**config.mk**
```make
export PLATFORM = sky130hd
export DESIGN_NAME = mux_channel_scanner_flat
export DESIGN_NICKNAME = d
export VERILOG_FILES = /design/src/rtl/mux_channel_scanner_if.sv /design/src/rtl/mux_channel_scanner.sv /design/src/flat_wrapper.sv
export SDC_FILE = /design/constraint.sdc
export NUM_CORES = 1
export LEC_CHECK = 0
export CAP_MARGIN = 10
export CORE_MARGIN = 8
export CORE_UTILIZATION = 52
export CTS_BUF_LIST = sky130_fd_sc_hd__clkbuf_4 sky130_fd_sc_hd__clkbuf_8
export DETAILED_ROUTE_END_ITERATION = 7
export GPL_TIMING_DRIVEN = 1
export PLACE_DENSITY = 0.81
export SYNTH_ARGS = -nofsm -noshare
export SYNTH_HDL_FRONTEND = slang
export SYNTH_SLANG_ARGS = --single-unit
export TNS_END_PERCENT = 5
```
**constraint.sdc**
```tcl
create_clock -name clk -period 2 [get_ports clk]
set_clock_uncertainty 0.05 [all_clocks]
set_input_delay 0.2 -clock clk [delete_from_list [all_inputs] [get_ports clk]]
set_output_delay 0.2 -clock clk [all_outputs]
set_load 0.02 [all_outputs]
```
**src/rtl/mux_channel_scanner_if.sv**
```systemverilog
// Handshake and mux-side signals between a scan controller and its environment.
// The master modport is the environment (requester plus the mux itself); the scanner is the slave.
interface mux_channel_scanner_if;
    logic       start;
    logic       continuous;
    logic [3:0] en_mask;
    logic       mux_o;
    logic       s1;
    logic       s0;
    logic       busy;
    logic       done;
    logic [3:0] sample;
    logic       changed;

    modport master (
        output start, continuous, en_mask, mux_o,
        input  s1, s0, busy, done, sample, changed
    );

    modport slave (
        input  start, continuous, en_mask, mux_o,
        output s1, s0, busy, done, sample, changed
    );
endinterface

```
**src/rtl/mux_channel_scanner.sv**
```systemverilog
// Walks the enabled inputs of a 4:1 mux in ascending order, samples its output for each
// and commits the bits into a snapshot word with a start/done handshake.
module mux_channel_scanner #(
    parameter int unsigned SETTLE_CYCLES = 0,
    parameter int unsigned CNT_W         = 4
) (
    input logic                  clk,
    input logic                  rst_n,
    mux_channel_scanner_if.slave bus
);

    typedef enum logic [1:0] {
        IDLE   = 2'd0,
        SETTLE = 2'd1,
        SAMPLE = 2'd2
    } state_e;

    localparam logic [CNT_W-1:0] SETTLE_LOAD = CNT_W'(SETTLE_CYCLES);
    localparam state_e           FIRST_STATE = (SETTLE_CYCLES == 0) ? SAMPLE : SETTLE;

    state_e           state_q, state_d;
    logic [3:0]       mask_q, mask_d;
    logic [3:0]       scratch_q, scratch_d;
    logic [CNT_W-1:0] cnt_q, cnt_d;
    logic [1:0]       sel_q, sel_d;
    logic             done_q, done_d;
    logic [3:0]       sample_q, sample_d;
    logic             changed_q, changed_d;

    logic [3:0]       scratch_w;
    logic [3:0]       higher_w;
    logic [3:0]       commit_w;

    function automatic logic [1:0] lowest_idx(input logic [3:0] m);
        if (m[0])      return 2'd0;
        else if (m[1]) return 2'd1;
        else if (m[2]) return 2'd2;
        else           return 2'd3;
    endfunction

    // Channels strictly above idx; empty above 3, so the walk never wraps.
    function automatic logic [3:0] above_mask(input logic [1:0] idx);
        case (idx)
            2'd0:    return 4'b1110;
            2'd1:    return 4'b1100;
            2'd2:    return 4'b1000;
            default: return 4'b0000;
        endcase
    endfunction

    always_comb begin
        // NOTE: every signal gets a default first, so no path through the case infers a latch.
        state_d   = state_q;
        mask_d    = mask_q;
        scratch_d = scratch_q;
        cnt_d     = cnt_q;
        sel_d     = sel_q;
        done_d    = 1'b0;
        sample_d  = sample_q;
        changed_d = changed_q;

        scratch_w        = scratch_q;
        scratch_w[sel_q] = bus.mux_o;
        higher_w         = mask_q & above_mask(sel_q);
        commit_w         = (sample_q & ~mask_q) | (scratch_w & mask_q);

        case (state_q)
            IDLE: begin
                if (bus.start) begin
                    if (bus.en_mask != 4'b0000) begin
                        mask_d  = bus.en_mask;
                        sel_d   = lowest_idx(bus.en_mask);
                        cnt_d   = SETTLE_LOAD;
                        state_d = FIRST_STATE;
                    end else begin
                        done_d    = 1'b1;
                        changed_d = 1'b0;
                    end
                end
            end

            SETTLE: begin
                cnt_d = cnt_q - CNT_W'(1);
                if (cnt_q <= CNT_W'(1)) begin
                    state_d = SAMPLE;
                end
            end

            SAMPLE: begin
                scratch_d = scratch_w;
                if (higher_w != 4'b0000) begin
                    sel_d   = lowest_idx(higher_w);
                    cnt_d   = SETTLE_LOAD;
                    state_d = FIRST_STATE;
                end else begin
                    sample_d  = commit_w;
                    changed_d = (commit_w != sample_q);
                    done_d    = 1'b1;
                    // The mask is relatched only here, so mid-scan mask edits never leak in.
                    if (bus.continuous && (bus.en_mask != 4'b0000)) begin
                        mask_d  = bus.en_mask;
                        sel_d   = lowest_idx(bus.en_mask);
                        cnt_d   = SETTLE_LOAD;
                        state_d = FIRST_STATE;
                    end else begin
                        state_d = IDLE;
                    end
                end
            end

            default: state_d = IDLE;
        endcase
    end

    always_ff @(posedge clk or negedge rst_n) begin
        if (!rst_n) begin
            state_q   <= IDLE;
            mask_q    <= 4'b0000;
            scratch_q <= 4'b0000;
            cnt_q     <= '0;
            sel_q     <= 2'd0;
            done_q    <= 1'b0;
            sample_q  <= 4'b0000;
            changed_q <= 1'b0;
        end else begin
            // NOTE: non-blocking assignments so every register updates from the same pre-edge values.
            state_q   <= state_d;
            mask_q    <= mask_d;
            scratch_q <= scratch_d;
            cnt_q     <= cnt_d;
            sel_q     <= sel_d;
            done_q    <= done_d;
            sample_q  <= sample_d;
            changed_q <= changed_d;
        end
    end

    assign bus.s1      = sel_q[1];
    assign bus.s0      = sel_q[0];
    assign bus.busy    = (state_q != IDLE);
    assign bus.done    = done_q;
    assign bus.sample  = sample_q;
    assign bus.changed = changed_q;

endmodule

```
**src/flat_wrapper.sv**
```systemverilog
// flat-port wrapper written by rule: the top's interface ports become plain ports
module mux_channel_scanner_flat 
#(
    parameter int unsigned SETTLE_CYCLES = 0,
    parameter int unsigned CNT_W         = 4
)
  (clk, rst_n, bus_start, bus_continuous, bus_en_mask, bus_mux_o, bus_s1, bus_s0, bus_busy, bus_done, bus_sample, bus_changed);
  mux_channel_scanner_if bus_i ();
  input logic clk;
  input logic rst_n;
  input wire logic [$bits(bus_i.start)-1:0] bus_start;
  input wire logic [$bits(bus_i.continuous)-1:0] bus_continuous;
  input wire logic [$bits(bus_i.en_mask)-1:0] bus_en_mask;
  input wire logic [$bits(bus_i.mux_o)-1:0] bus_mux_o;
  output wire logic [$bits(bus_i.s1)-1:0] bus_s1;
  output wire logic [$bits(bus_i.s0)-1:0] bus_s0;
  output wire logic [$bits(bus_i.busy)-1:0] bus_busy;
  output wire logic [$bits(bus_i.done)-1:0] bus_done;
  output wire logic [$bits(bus_i.sample)-1:0] bus_sample;
  output wire logic [$bits(bus_i.changed)-1:0] bus_changed;
  assign bus_i.start = bus_start;
  assign bus_i.continuous = bus_continuous;
  assign bus_i.en_mask = bus_en_mask;
  assign bus_i.mux_o = bus_mux_o;
  assign bus_s1 = bus_i.s1;
  assign bus_s0 = bus_i.s0;
  assign bus_busy = bus_i.busy;
  assign bus_done = bus_i.done;
  assign bus_sample = bus_i.sample;
  assign bus_changed = bus_i.changed;
  mux_channel_scanner #(.SETTLE_CYCLES(SETTLE_CYCLES), .CNT_W(CNT_W)) u_core (.clk(clk), .rst_n(rst_n), .bus(bus_i));
endmodule
```
# Word-level counts from Yosys, hierarchy flattened
# Index checks and enable logic that the tools add are counted.
[word_totals] regBits=22 inputBits=9 output_inout_bits=9 wordCells=84
[op_classes] n_addsub=1 order_cmp=3 eq_ne=12 n_mux=39 n_bitwise=6 reduce_logical=15
[ops] op="two-way mux 4 bit" count=8
[ops] op="two-way mux 2 bit" count=13
[ops] op="case mux 4 bit (3 select lines)" count=2
[ops] op="bitwise AND 4 bit" count=3
[ops] op="AND reduction 4 bit" count=3
[ops] op="two-way mux 1 bit" count=9
[ops] op="case mux 4 bit (2 select lines)" count=1
[ops] op="nonzero test 4 bit" count=2
[ops] op="inequality test 2 x 1 -> 1 bit (second input constant)" count=3
[ops] op="inequality test 2 bit (second input constant)" count=3
[ops] op="case mux 2 bit (3 select lines)" count=1
[ops] op="AND reduction 5 bit" count=1
[ops] op="bitwise mux 4 bit" count=1
[ops] op="== test 2 x 1 -> 1 bit (second input constant)" count=2
[ops] op="== test 2 bit (second input constant)" count=2
[ops] op="<= comparator 4 x 1 -> 1 bit (second input constant)" count=1
[ops] op="logical NOT 2 bit" count=2
[ops] op="inequality test 4 bit" count=1
[ops] op="NOT 4 bit" count=1
[ops] op="OR 4 bit" count=1
[ops] op="case mux 1 bit (2 select lines)" count=2
[ops] op="case mux 2 bit (2 select lines)" count=1
[ops] op="nonzero test 2 bit" count=2
[ops] op="subtractor 4 x 1 -> 4 bit (second input constant)" count=1
[ops] op="other kinds (9)" count=10

# Depth between registers and ports, before layout
[depth] ltp_word=10 ltp_mapped=6 mapped_depth_nobuf=5

# Least setup slack after synthesis
# OpenSTA, ideal clock, no wires.
[synth_timing] path_type="register -> register" start="register u_core.sel_q[1]" end="register u_core.changed_q (netlist: u_core.bus.changed)" setup_time_ns=0.137 t_arrival_ns=1.584 required_ns=1.813 slack_ns=0.228 stages_incl_launch_ff=7 n_path_buf=1 synth_period_minus_slack_ns=1.772 cell_sequence="dfrtp_1 > buf_2 > nor2_1 > mux2i_1 > mux2i_1 > a2111oi_2 > o22ai_1"
[synth_between] elab_chain_cells=10 elab_cells_between_ends=19 classes_between="order compare (2); eq/ne (4); mux (6); bitwise (3); reduce/logical (4)"
[synth_lines] element="start: declaration" line_no="mux_channel_scanner.sv:25" rtl="logic [1:0] sel_q, sel_d;"
[synth_lines] element="start signal: assignment" line_no="mux_channel_scanner.sv:131" rtl="sel_q <= sel_d;"
[synth_lines] element="< comparator 2 x 3 -> 1 bit (not written as such) / >= comparator 2 x 1 -> 1 bit (equally long branches)" line_no="mux_channel_scanner.sv:63" rtl="scratch_w[sel_q] = bus.mux_o;"
[synth_lines] element="logical AND 1 bit (not written as such)" line_no="mux_channel_scanner.sv:63"
[synth_lines] element="two-way mux 1 bit (not written as such)" line_no="mux_channel_scanner.sv:63"
[synth_lines] element="demux 1 bit (select 2 bit)"
[synth_lines] element="bitwise mux 4 bit" line_no="mux_channel_scanner.sv:63"
[synth_lines] element="bitwise AND 4 bit" line_no="mux_channel_scanner.sv:65" rtl="commit_w = (sample_q & ~mask_q) | (scratch_w & mask_q);"
[synth_lines] element="OR 4 bit" line_no="mux_channel_scanner.sv:65"
[synth_lines] element="inequality test 4 bit" line_no="mux_channel_scanner.sv:97" rtl="changed_d = (commit_w != sample_q);"
[synth_lines] element="two-way mux 1 bit" line_no="mux_channel_scanner.sv:91" rtl="if (higher_w != 4'b0000) begin"
[synth_lines] element="case mux 1 bit (2 select lines)" line_no="mux_channel_scanner.sv:67" rtl="case (state_q)"
[synth_lines] element="end signal: assignment" line_no="mux_channel_scanner.sv:134" rtl="changed_q <= changed_d;"
[synth_lines] element="end: declaration" line_no="mux_channel_scanner.sv:28" rtl="logic changed_q, changed_d;"
# Several ways; a longest one is shown, not always the timed one. The select of a mux whose other input is x is not followed.
# A chain may end at the register's enable or synchronous reset.

# Final worst setup path
[layout_timing] start="register u_core.sel_q[1]" end="register u_core.mask_q[0]"
[layout_between] elab_chain_cells=6 elab_cells_between_ends=8 classes_between="eq/ne (3); mux (1); bitwise (1); reduce/logical (3)"
[layout_lines] element="== test 2 bit (tied with other cells)" line_no="mux_channel_scanner.sv:43" rtl="case (idx)"
[layout_lines] element="case mux 4 bit (3 select lines) (*)" line_no="mux_channel_scanner.sv:43"
[layout_lines] element="bitwise AND 4 bit (*)" line_no="mux_channel_scanner.sv:64" rtl="higher_w = mask_q & above_mask(sel_q);"
[layout_lines] element="nonzero test 4 bit (*)" line_no="mux_channel_scanner.sv:91"
[layout_lines] element="inequality test 2 bit (no source line) (*)"
[layout_lines] element="AND reduction 5 bit (no source line) (*)"
[layout_lines] element="end signal: assignment" line_no="mux_channel_scanner.sv:128" rtl="mask_q <= mask_d;"
[layout_lines] element="end: declaration" line_no="mux_channel_scanner.sv:22" rtl="logic [3:0] mask_q, mask_d;"
# Every way passes the cells marked *; elsewhere a longest branch is shown, timed or not.

==> reports/metrics.csv <==
metric,value,unit
outcome,"complete, no violations",
synthTopCellsByArea,"dfrtp_1 (48%), mux2i_1 (9.1%), mux2_2 (6.4%), nand2_1 (5.5%), a21oi_1 (5.1%)",
irDropWorstVdd,1.29,mV
path_max_fanout,10,
synth.distinct_cells,26,
yosysWarnings,0,
insertedDiodeCount,0,
ys_seq_area_frac,0.483,
ys_ff_latch,17,
power-per-cell-area,1780,mW/mm^2
crit_slowest_cell,dfrtp_1,
setup_viol,0,
grt_max_degree,18,
start_util,0.533,
cts_buffers,3,
crit_arrival,2.01,ns
via_per_inst,5.65,
gr-total-overflow,0,
fin_nets,123,
fin_crit,1.89,ns
htree_levels,1,
cts_hold_buf,0,
cp-start-kind,flip-flop,
dp_hpwl,1600,um
syn_nets,98,
clk_path_buf_depth,2,
path_class,reg -> reg,
drive_gt1_frac,0.159,
synth_area,881,um^2
wl_per_cell,15.5,um
slew_headroom,0.701,
via_count,734,
drv_cap,0,
synth_top_cell_by_area,dfrtp_1,
fin_crit_sh,0.943,
drt_iter0_drc,14,
clkTransAtPathRegs,0.09,ns
grt_pass1_vias,789,
rows,15,
endpoint_kind,flip-flop,
route.detailed.drc,0,
cts_sinks,17,
ant_nets,0,
grt_pass1_wl,3420,um
final-seq-area,425,um^2
post-cts-setup-buffers,0,
ios,18,
maxSlewViolCount,0,
wl,2020,um
synth_top_area_share,0.483,
fin_util,0.685,
syn_to_final_growth,28.4,%
finalHoldViolations,0,
place_congestion,0.799,
die_h,57.2,um
hold_path.class,in -> async,
crit_path_start,u_core.sel_q[1],
fin_setup_tns,0,ns
die_width,57.2,um
cts_tree,built,
max_slew.worst_pin.slew,0.437,ns
insertion_delay,0.29,ns
crit_chain,"nand2b_1, a21oi_1, o21ai_1, nand2_1, mux2_2",
slowest_delay,0.50,ns
cts-root-buf,clkbuf_4,
clock.fmax,0.530,GHz
multi_input_area,413,um^2
antenna_found_initial,0,
cts-resized-gates,0,
portBuffers,17,
leakage,0.521,nW
avgSynthCellArea,9.90,um^2
die-area,0.00327,mm^2
first_pass_iters,4,
cp.required,2.12,ns
reg2reg_depth,5,
reg2reg_from,u_core.sel_q[1],
n_fill_cell,144,
rsz0062_at_grt,no,
grt_use_total,0.130,
placeableCoreArea,0.00165,mm^2
postSynthCellCount,89,
[cells in the mapped netlist]
library cell / count
dfrtp_1: 17
nand2_1: 13
a21oi_1: 9
inv_1: 9
mux2i_1: 8
mux2_2: 5
nor2_1: 5
nand2b_1: 4
a21o_1: 2
a2111oi_0: 1
a2111oi_2: 1
a31o_2: 1
a31oi_1: 1
a32oi_1: 1
buf_1: 1
buf_2: 1
mux2i_2: 1
nand4_1: 1
nor3_2: 1
nor4_1: 1
o211ai_1: 1
o21a_1: 1
o21ai_0: 1
o21ai_1: 1
o22ai_1: 1
xnor2_1: 1
[metrics by stage]
step                cell area, um^2  std cells  setup WS (ns)  hold WS, ns  total power, W
global placement               1100        126          0.202        0.457         0.00179
detailed placement             1100        126          0.140        0.470         0.00184
CTS                            1130        130          0.128        0.182         0.00203
global route                   1130        130         0.0132        0.205         0.00216
finish                         1130        130          0.113        0.181         0.00202
floorplan                       881         89          0.228       -0.146         0.00142
[critical path: cells and delay by family, from the launching register on]
family,cells,cell delay [ns]
AO/OA/AOI/OAI,2,0.45
flip-flops,1,0.50
AND/OR/NAND/NOR,2,0.40
multiplexers,1,0.37
[sequential cells by signal, summed over array words and instances, names as in the netlist]
signal and cells:
u_core.sel_q 2, u_core.bus.done 1, u_core.scratch_q 4, u_core.mask_q 4
u_core.state_q 1, u_core.bus.sample 4, u_core.bus.changed 1
[kinds of logic (layout without fill, tap and decap cells)]
kind of cell	count (synthesis)	after routing	synth area share
flip-flops	17	17	0.483
multiplexers	14	14	0.170
buffers and inverters	11	35	0.0483
XOR/XNOR	1	1	0.00994
AO/OA/AOI/OAI	21	21	0.158
AND/OR/NAND/NOR	25	25	0.131
[cell usage in the layout (no fill, tap or decap)]
master            n
clkbuf_4          4
nor3_2            1
mux2i_2           1
clkdlybuf4s50_1  17
inv_1             9
mux2i_1           8
nand4_1           1
nor2_1            5
a21oi_1           9
xnor2_1           1
mux2_2            5
o21ai_1           1
a2111oi_2         1
dfrtp_1          17
a2111oi_0         1
nand2_1          13
o211ai_1          1
o21ai_0           1
nand2b_1          4
o22ai_1           1
a31o_2            1
a31oi_1           1
a32oi_1           1
buf_4             5
a21o_1            2
nor4_1            1
o21a_1            1
[power by group]
part           switching (W)  internal, W  leakage (nW)
combinational       0.000548     0.000557         0.311
sequential          0.000203     0.000514         0.192
clock               0.000101    0.0000911        0.0184
total               0.000853      0.00116         0.521
[per-layer routing]
metal,vias to the layer above,routed length [um],global-route usage
met5,-,0,0
met4,0,31,0.0772
met3,6,90,0.0333
met2,17,1080,0.225
met1,353,821,0.137
li1,358,-,-
[layout make-up]
type | instances | share of cell area
flip-flops and latches | 17 | 0.376
multi-input cells | 61 | 0.365
repair buffers | 22 | 0.184
inverters | 9 | 0.0299
clock buffers | 4 | 0.0265
well taps | 17 | 0.0188
[path summary, 6_finish.rpt]
| path | endpoint | slack (ns) |
|---|---|---|
| max | u_core.mask_q[0] | 0.11 |
| min | u_core.bus.changed | 0.18 |
| max reg2reg | u_core.mask_q[0] | 0.11 |
| min reg2reg | u_core.scratch_q[1] | 0.49 |
| max in group asynchronous | u_core.mask_q[0] | 1.52 |
| min in group clk | u_core.scratch_q[1] | 0.49 |
Note: power is estimated with default switching activity, not from simulation.
